`src/rtl/icache_ctrl_pkg.sv`:
```
// Shared definitions for the direct-mapped instruction/data read cache controller.
// Line geometry, state encodings and address-field positions live here.
package icache_ctrl_pkg;

    localparam int unsigned CACHE_LINE_LEN = 128;
    localparam int unsigned ADDR_W         = 32;
    localparam int unsigned WORD_W         = 32;

    // Byte-address field positions for the default geometry (16 lines of 16 bytes)
    localparam int unsigned WORD_LSB  = 2;
    localparam int unsigned INDEX_LSB = 4;
    localparam int unsigned TAG_LSB   = 8;

    typedef enum logic [1:0] {
        IcIdle  = 2'd0,
        IcIssue = 2'd1,
        IcWait  = 2'd2,
        IcFill  = 2'd3
    } ic_state_e;

endpackage

```
`src/rtl/icache_array.sv`:
```
// Direct-mapped line storage: data and tag arrays plus valid bits, with a
// combinational lookup port and separate data/tag write strobes.
module icache_array
    import icache_ctrl_pkg::*;
#(
    parameter int unsigned LINE_BITS = CACHE_LINE_LEN,
    parameter int unsigned INDEX_W   = 4,
    parameter int unsigned TAG_W     = 24
) (
    input  logic                 Clk,
    input  logic                 Rst,
    input  logic                 i_flush,
    input  logic                 i_data_we,
    input  logic                 i_tag_we,
    input  logic [INDEX_W-1:0]   i_wr_index,
    input  logic [LINE_BITS-1:0] i_wr_line,
    input  logic [TAG_W-1:0]     i_wr_tag,
    input  logic [INDEX_W-1:0]   i_rd_index,
    input  logic [TAG_W-1:0]     i_rd_tag,
    output logic                 o_hit,
    output logic [LINE_BITS-1:0] o_rd_line
);

    localparam int unsigned LINES = 2 ** INDEX_W;

    logic [LINE_BITS-1:0] r_data [LINES];
    logic [TAG_W-1:0]     r_tag  [LINES];
    logic [LINES-1:0]     r_valid;
    logic [LINES-1:0]     w_valid_d;

    // Flush clears everything first so an in-flight fill still marks its own line.
    always_comb begin
        w_valid_d = r_valid;
        if (i_flush) begin
            w_valid_d = '0;
        end
        if (i_tag_we) begin
            w_valid_d[i_wr_index] = 1'b1;
        end
    end

    always_ff @(posedge Clk or negedge Rst) begin
        if (!Rst) begin
            r_valid <= '0;
        end else begin
            r_valid <= w_valid_d;
        end
    end

    always_ff @(posedge Clk) begin
        if (i_data_we) begin
            r_data[i_wr_index] <= i_wr_line;
        end
        if (i_tag_we) begin
            r_tag[i_wr_index] <= i_wr_tag;
        end
    end

    assign o_rd_line = r_data[i_rd_index];
    assign o_hit     = r_valid[i_rd_index] && (r_tag[i_rd_index] == i_rd_tag);

endmodule

```
`src/rtl/icache_ctrl.sv`:
```
// Direct-mapped read-only cache controller: serves hits combinationally and
// runs an issue/wait/fill sequence against a line-granular memory on a miss.
module icache_ctrl
    import icache_ctrl_pkg::*;
#(
    parameter int unsigned LINE_BITS = CACHE_LINE_LEN,
    parameter int unsigned INDEX_W   = 4,
    parameter logic [31:0] PARK_ADDR = 32'hFFFF_FFF0,
    parameter int unsigned CNT_W     = 16
) (
    input  logic                 Clk,
    input  logic                 Rst,
    input  logic                 Req,
    input  logic [31:0]          PAddr,
    input  logic                 Flush,
    output logic [31:0]          Data,
    output logic                 Stall,
    output logic [31:0]          MemPAddr,
    input  logic [LINE_BITS-1:0] MemVal,
    input  logic                 MemEn,
    output logic [CNT_W-1:0]     HitCnt,
    output logic [CNT_W-1:0]     MissCnt
);

    localparam int unsigned OFF_W  = $clog2(LINE_BITS / 8);
    localparam int unsigned WSEL_W = OFF_W - 2;
    localparam int unsigned TAG_W  = 32 - OFF_W - INDEX_W;
    localparam int unsigned LINE_W = TAG_W + INDEX_W;

    ic_state_e            r_state, w_state_d;
    logic [LINE_W-1:0]    r_miss_line;
    logic [CNT_W-1:0]     r_hit_cnt, r_miss_cnt;

    logic [TAG_W-1:0]     w_tag;
    logic [INDEX_W-1:0]   w_index;
    logic [WSEL_W-1:0]    w_word;
    logic                 w_lookup_hit;
    logic                 w_hit;
    logic [LINE_BITS-1:0] w_rd_line;
    logic                 w_data_we;
    logic                 w_tag_we;
    logic                 w_miss_start;
    logic                 w_unused_paddr;

    assign w_tag          = PAddr[31 -: TAG_W];
    assign w_index        = PAddr[OFF_W +: INDEX_W];
    assign w_word         = PAddr[2 +: WSEL_W];
    assign w_unused_paddr = ^PAddr[1:0];

    icache_array #(
        .LINE_BITS (LINE_BITS),
        .INDEX_W   (INDEX_W),
        .TAG_W     (TAG_W)
    ) u_array (
        .Clk        (Clk),
        .Rst        (Rst),
        .i_flush    (Flush),
        .i_data_we  (w_data_we),
        .i_tag_we   (w_tag_we),
        .i_wr_index (r_miss_line[INDEX_W-1:0]),
        .i_wr_line  (MemVal),
        .i_wr_tag   (r_miss_line[LINE_W-1 -: TAG_W]),
        .i_rd_index (w_index),
        .i_rd_tag   (w_tag),
        .o_hit      (w_lookup_hit),
        .o_rd_line  (w_rd_line)
    );

    // Lookups only count in IDLE: during a fill the target line's data is already
    // overwritten while its old tag may still look valid.
    assign w_hit = Req && w_lookup_hit && (r_state == IcIdle);
    assign Data  = w_hit ? w_rd_line[{w_word, 5'b0} +: 32] : '0;

    always_comb begin
        w_state_d    = r_state;
        Stall        = 1'b0;
        MemPAddr     = PARK_ADDR;
        w_data_we    = 1'b0;
        w_tag_we     = 1'b0;
        w_miss_start = 1'b0;
        unique case (r_state)
            IcIdle: begin
                if (Req && !w_lookup_hit) begin
                    Stall        = 1'b1;
                    w_miss_start = 1'b1;
                    w_state_d    = IcIssue;
                end
            end
            IcIssue: begin
                Stall     = 1'b1;
                MemPAddr  = {r_miss_line, {OFF_W{1'b0}}};
                w_state_d = IcWait;
            end
            IcWait: begin
                Stall    = 1'b1;
                MemPAddr = {r_miss_line, {OFF_W{1'b0}}};
                if (MemEn) begin
                    w_data_we = 1'b1;
                    w_state_d = IcFill;
                end
            end
            IcFill: begin
                Stall     = 1'b1;
                w_tag_we  = 1'b1;
                w_state_d = IcIdle;
            end
            default: w_state_d = IcIdle;
        endcase
    end

    always_ff @(posedge Clk or negedge Rst) begin
        if (!Rst) begin
            r_state     <= IcIdle;
            r_miss_line <= '0;
            r_hit_cnt   <= '0;
            r_miss_cnt  <= '0;
        end else begin
            r_state <= w_state_d;
            if (w_miss_start) begin
                r_miss_line <= PAddr[31:OFF_W];
                if (r_miss_cnt != '1) begin
                    r_miss_cnt <= r_miss_cnt + CNT_W'(1);
                end
            end
            if (w_hit && (r_hit_cnt != '1)) begin
                r_hit_cnt <= r_hit_cnt + CNT_W'(1);
            end
        end
    end

    assign HitCnt  = r_hit_cnt;
    assign MissCnt = r_miss_cnt;

endmodule

```
`config.mk`:
```
export PLATFORM = sky130hd
export DESIGN_NAME = icache_ctrl
export DESIGN_NICKNAME = d
export VERILOG_FILES = /design/src/rtl/icache_ctrl_pkg.sv /design/src/rtl/icache_array.sv /design/src/rtl/icache_ctrl.sv
export SDC_FILE = /design/constraint.sdc
export NUM_CORES = 2
export LEC_CHECK = 0
export BUFFER_PORTS_ARGS = -buffer_cell sky130_fd_sc_hd__buf_2
export CORE_ASPECT_RATIO = 0.6
export CORE_MARGIN = 5
export CORE_UTILIZATION = 35
export DETAILED_ROUTE_END_ITERATION = 10
export HOLD_SLACK_MARGIN = 0.06
export PLACE_DENSITY = 0.51
export SLEW_MARGIN = 0
export SYNTH_ARGS = -nofsm -noshare
export SYNTH_HDL_FRONTEND = slang
export SYNTH_SLANG_ARGS = --single-unit
```
`constraint.sdc`:
```
create_clock -name Clk -period 17.13 [get_ports Clk]
set_clock_uncertainty 0.15 [all_clocks]
set_input_delay 1.713 -clock Clk [delete_from_list [all_inputs] [get_ports Clk]]
set_output_delay 1.713 -clock Clk [all_outputs]
set_load 0.02 [all_outputs]
```
==> impl_metrics.env <==
export IMPL_vias=44473
export IMPL_critical_path_max_stage_delay_ns=0.86
export IMPL_finalHoldViolations=0
export IMPL_grt_use_total_pct=17.31
export IMPL_clock_fmax_mhz=102.6
export IMPL_powerDensity_nw_per_um2=125.2
export IMPL_worst_pin_slew_ns=1.148
export IMPL_ys_flop_type="edfxtp_1"
export IMPL_antenna_left=0
export IMPL_crit_required_ns=15.27
export IMPL_portBuffers=255
export IMPL_cts_resized_gates=0
export IMPL_grt_pass1_vias=45280
export IMPL_slew_viol_final=0
export IMPL_coreArea_sq_um=275000
export IMPL_antenna_found_initial=80
export IMPL_holdWs_ns=0.3379
export IMPL_leakage_nw=34.66
export IMPL_synth_edf_count=2432
export IMPL_layout_nets=4594
export IMPL_endpoint_kind="output port"
export IMPL_fin_ws_ns=7.381
export IMPL_cts_root_buffer="clkbuf_16"
export IMPL_relSlewSlack_pct=23.27
export IMPL_drt_first_pass_iters=5
export IMPL_clk_latency_ns=0.89
export IMPL_fillers=23988
export IMPL_drt_iter0_markers=4521
export IMPL_grt_pass1_wl_um=357000
export IMPL_cts_clk_slew_worst_paths_ns=0.07
export IMPL_synth_seq_cells=2510
export IMPL_grt_overflow_total=0
export IMPL_rsz0062_at_grt="false"
export IMPL_status="complete, no violations"
export IMPL_initial_utilization_pct=35.20
export IMPL_finalWorstPathRequiredPeriod_ns=9.749
export IMPL_cts_buffers=240
export IMPL_maxCapViolCount=0
export IMPL_numClockSinks=2510
export IMPL_synth_area_sq_um=96800
export IMPL_ys_seq_area_share_pct=77.46
export IMPL_final_common_cell="edfxtp_1"
export IMPL_fin_crit_sh_pct=56.91
export IMPL_synth_top_area_cell="edfxtp_1"
export IMPL_vias_per_cell=5.341
export IMPL_grt_max_degree=106
export IMPL_dp_slack_ns=7.312
export IMPL_die_area_sq_um=287500
export IMPL_crit_slowest_cell="nor4bb_1"
export IMPL_hp_class="reg -> reg"
export IMPL_wl_um=251600
export IMPL_synth_area_leaders="edfxtp_1 75%, mux4_2 18%, dfrtp_1 2.0%"
export IMPL_yosys_warnings=0
export IMPL_cts_hold_buf=0
export IMPL_globalplace_congestion=0.7623
export IMPL_tritoncts="yes"
export IMPL_path_class="in -> out"
export IMPL_dieWidth_um=688.9
export IMPL_layout_common_cells="2432 x edfxtp_1, 754 x mux4_2, 248 x buf_2, 242 x clkbuf_16, 93 x buf_4"
export IMPL_synth_top_area_share_pct=75.44
export IMPL_ios=262
export IMPL_crit_arrival_ns=7.89
export IMPL_synthArstFlopShare_pct=3.108
export IMPL_die_h_um=417.4
export IMPL_syn_area_per_cell_sq_um=23.98
export IMPL_post_drt_wl_per_cell_um=30.21
export IMPL_rows=149
export IMPL_syn_to_final_growth_pct=14.10
export IMPL_fin_setup_tns_ns=0
export IMPL_hpwl_um=140100
export IMPL_finalPower_mw=13.83
export IMPL_drive_gt1_share_pct=32.68
export IMPL_synth_cell_types=64
export IMPL_htree_levels=4
export IMPL_synth_cells=4036
export IMPL_ir_worst_vdd_uv=86.84
export IMPL_cts_setup_buffers=0
export IMPL_drcViolationCount=0
export IMPL_start_kind="input pin"
export IMPL_path_cells="buf_8 > buf_4 > buf_4 > mux4_2 > a31oi_1 > nor4bb_1 > o221ai_1 > or4_4 > or4_4 > nor2b_1 > buf_2"
export IMPL_setup_viol=0
export IMPL_crit_fanout=75
export IMPL_final_util_pct=40.16
export IMPL_ff2ff_setup_slack_ns=12.47
export IMPL_clock_path_buffers=4
-- registers in the layout, indices dropped and copies added, names as in the netlist --
register and cells:
u_array.r_data 2048, u_array.r_tag 384, r_miss_line 28, HitCnt 16, MissCnt 16, u_array.r_valid 16
r_state 2
-- power breakdown --
part | switching (mW) | internal, mW | leakage [nW]
clock | 2.28 | 2.89 | 3.66
sequential | 0.210 | 7.17 | 22.9
combinational | 0.829 | 0.453 | 8.09
-- area by class of cell --
| type | count | area [sq um] | area share, % |
|---|---|---|---|
| clock buffer | 298 | 6296 | 5.701 |
| timing repair buffer | 354 | 2170 | 1.964 |
| antenna | 13 | 32.53 | 0.02945 |
| multi-input combinational | 1285 | 21040 | 19.05 |
| sequential | 2510 | 74980 | 67.89 |
| inverter | 32 | 120.1 | 0.1088 |
| tap | 3699 | 4628 | 4.190 |
| clock inverter | 136 | 1174 | 1.063 |
-- cells in the mapped netlist, types with 4 or more instances --
library cell  number
o32ai_1            4
clkbuf_1         112
buf_1             57
o22ai_1           17
buf_6              6
nand2b_1          33
nand4_1            8
buf_4             11
and2_1             7
o221ai_1           4
and3_1             5
a21oi_1            6
nor2_1            47
buf_2             26
dfrtp_1           78
mux2i_1           79
ha_1               6
mux2_2            33
xor2_1            39
nor2b_1           43
o21ai_0           15
a22oi_1           11
nand2_1           47
nor3_1            15
edfxtp_1        2432
nand3_1           25
inv_1             31
mux4_2           754
nor4_1            12
o211ai_1           4
xnor2_1           12
a31oi_1            9
-- per-stage QoR --
step                      cell area [sq um]  std cells
after floorplan                       96810       4039
after global placement               102900       7880
after detailed placement             102900       7880
after CTS                            110400       8314
after global routing                 110400       8315
final                                110400       8327
-- kinds of logic (layout without fill, tap and decap cells) --
group | after synthesis | count (layout) | synth area share, %
AO/OA/AOI/OAI | 93 | 93 | 0.6903
adder cells (fa/ha/maj) | 6 | 6 | 0.07755
flip-flops | 2510 | 2510 | 77.46
AND/OR/NAND/NOR | 262 | 262 | 1.458
buffers and inverters | 244 | 820 | 1.069
XOR/XNOR | 51 | 51 | 0.4615
multiplexers | 869 | 869 | 18.78
other | 1 | 17 | 0.003874
-- worst paths after layout --
| kind | end | startpoint | depth (start not counted) |
|---|---|---|---|
| setup / recovery | Data[7] | PAddr[5] | 11 |
| hold / removal | HitCnt[15]$_DFFE_PN0P_ | HitCnt[15]$_DFFE_PN0P_ | 1 |
| setup reg to reg | HitCnt[12]$_DFFE_PN0P_ | u_array.r_tag[13][3]$_DFFE_PP_ | 9 |
| hold reg to reg | HitCnt[15]$_DFFE_PN0P_ | HitCnt[15]$_DFFE_PN0P_ | 1 |
| max in group asynchronous | u_array.r_valid[12]$_DFF_PN0_ | Rst | 2 |
| min in group asynchronous | HitCnt[13]$_DFFE_PN0P_ | Rst | 1 |
-- critical path: cells and delay by family --
family / cells / cell delay (ns)
muxes: 1 / 0.45
AOI/OAI and AO/OA: 2 / 0.39
buffers and inverters: 4 / 2.49
and+or+nand+nor: 4 / 2.68
-- metal layers --
| layer | vias to the layer above | GRT usage [%] | wire, um |
|---|---|---|---|
| li1 | 18120 | - | - |
| met1 | 24506 | 27.47 | 120700 |
| met2 | 1485 | 24.92 | 109200 |
| met3 | 352 | 3.588 | 17470 |
| met4 | 10 | 2.799 | 4175 |
| met5 | - | 0 | 69 |
No activity file was read; power rests on OpenSTA's default activity.
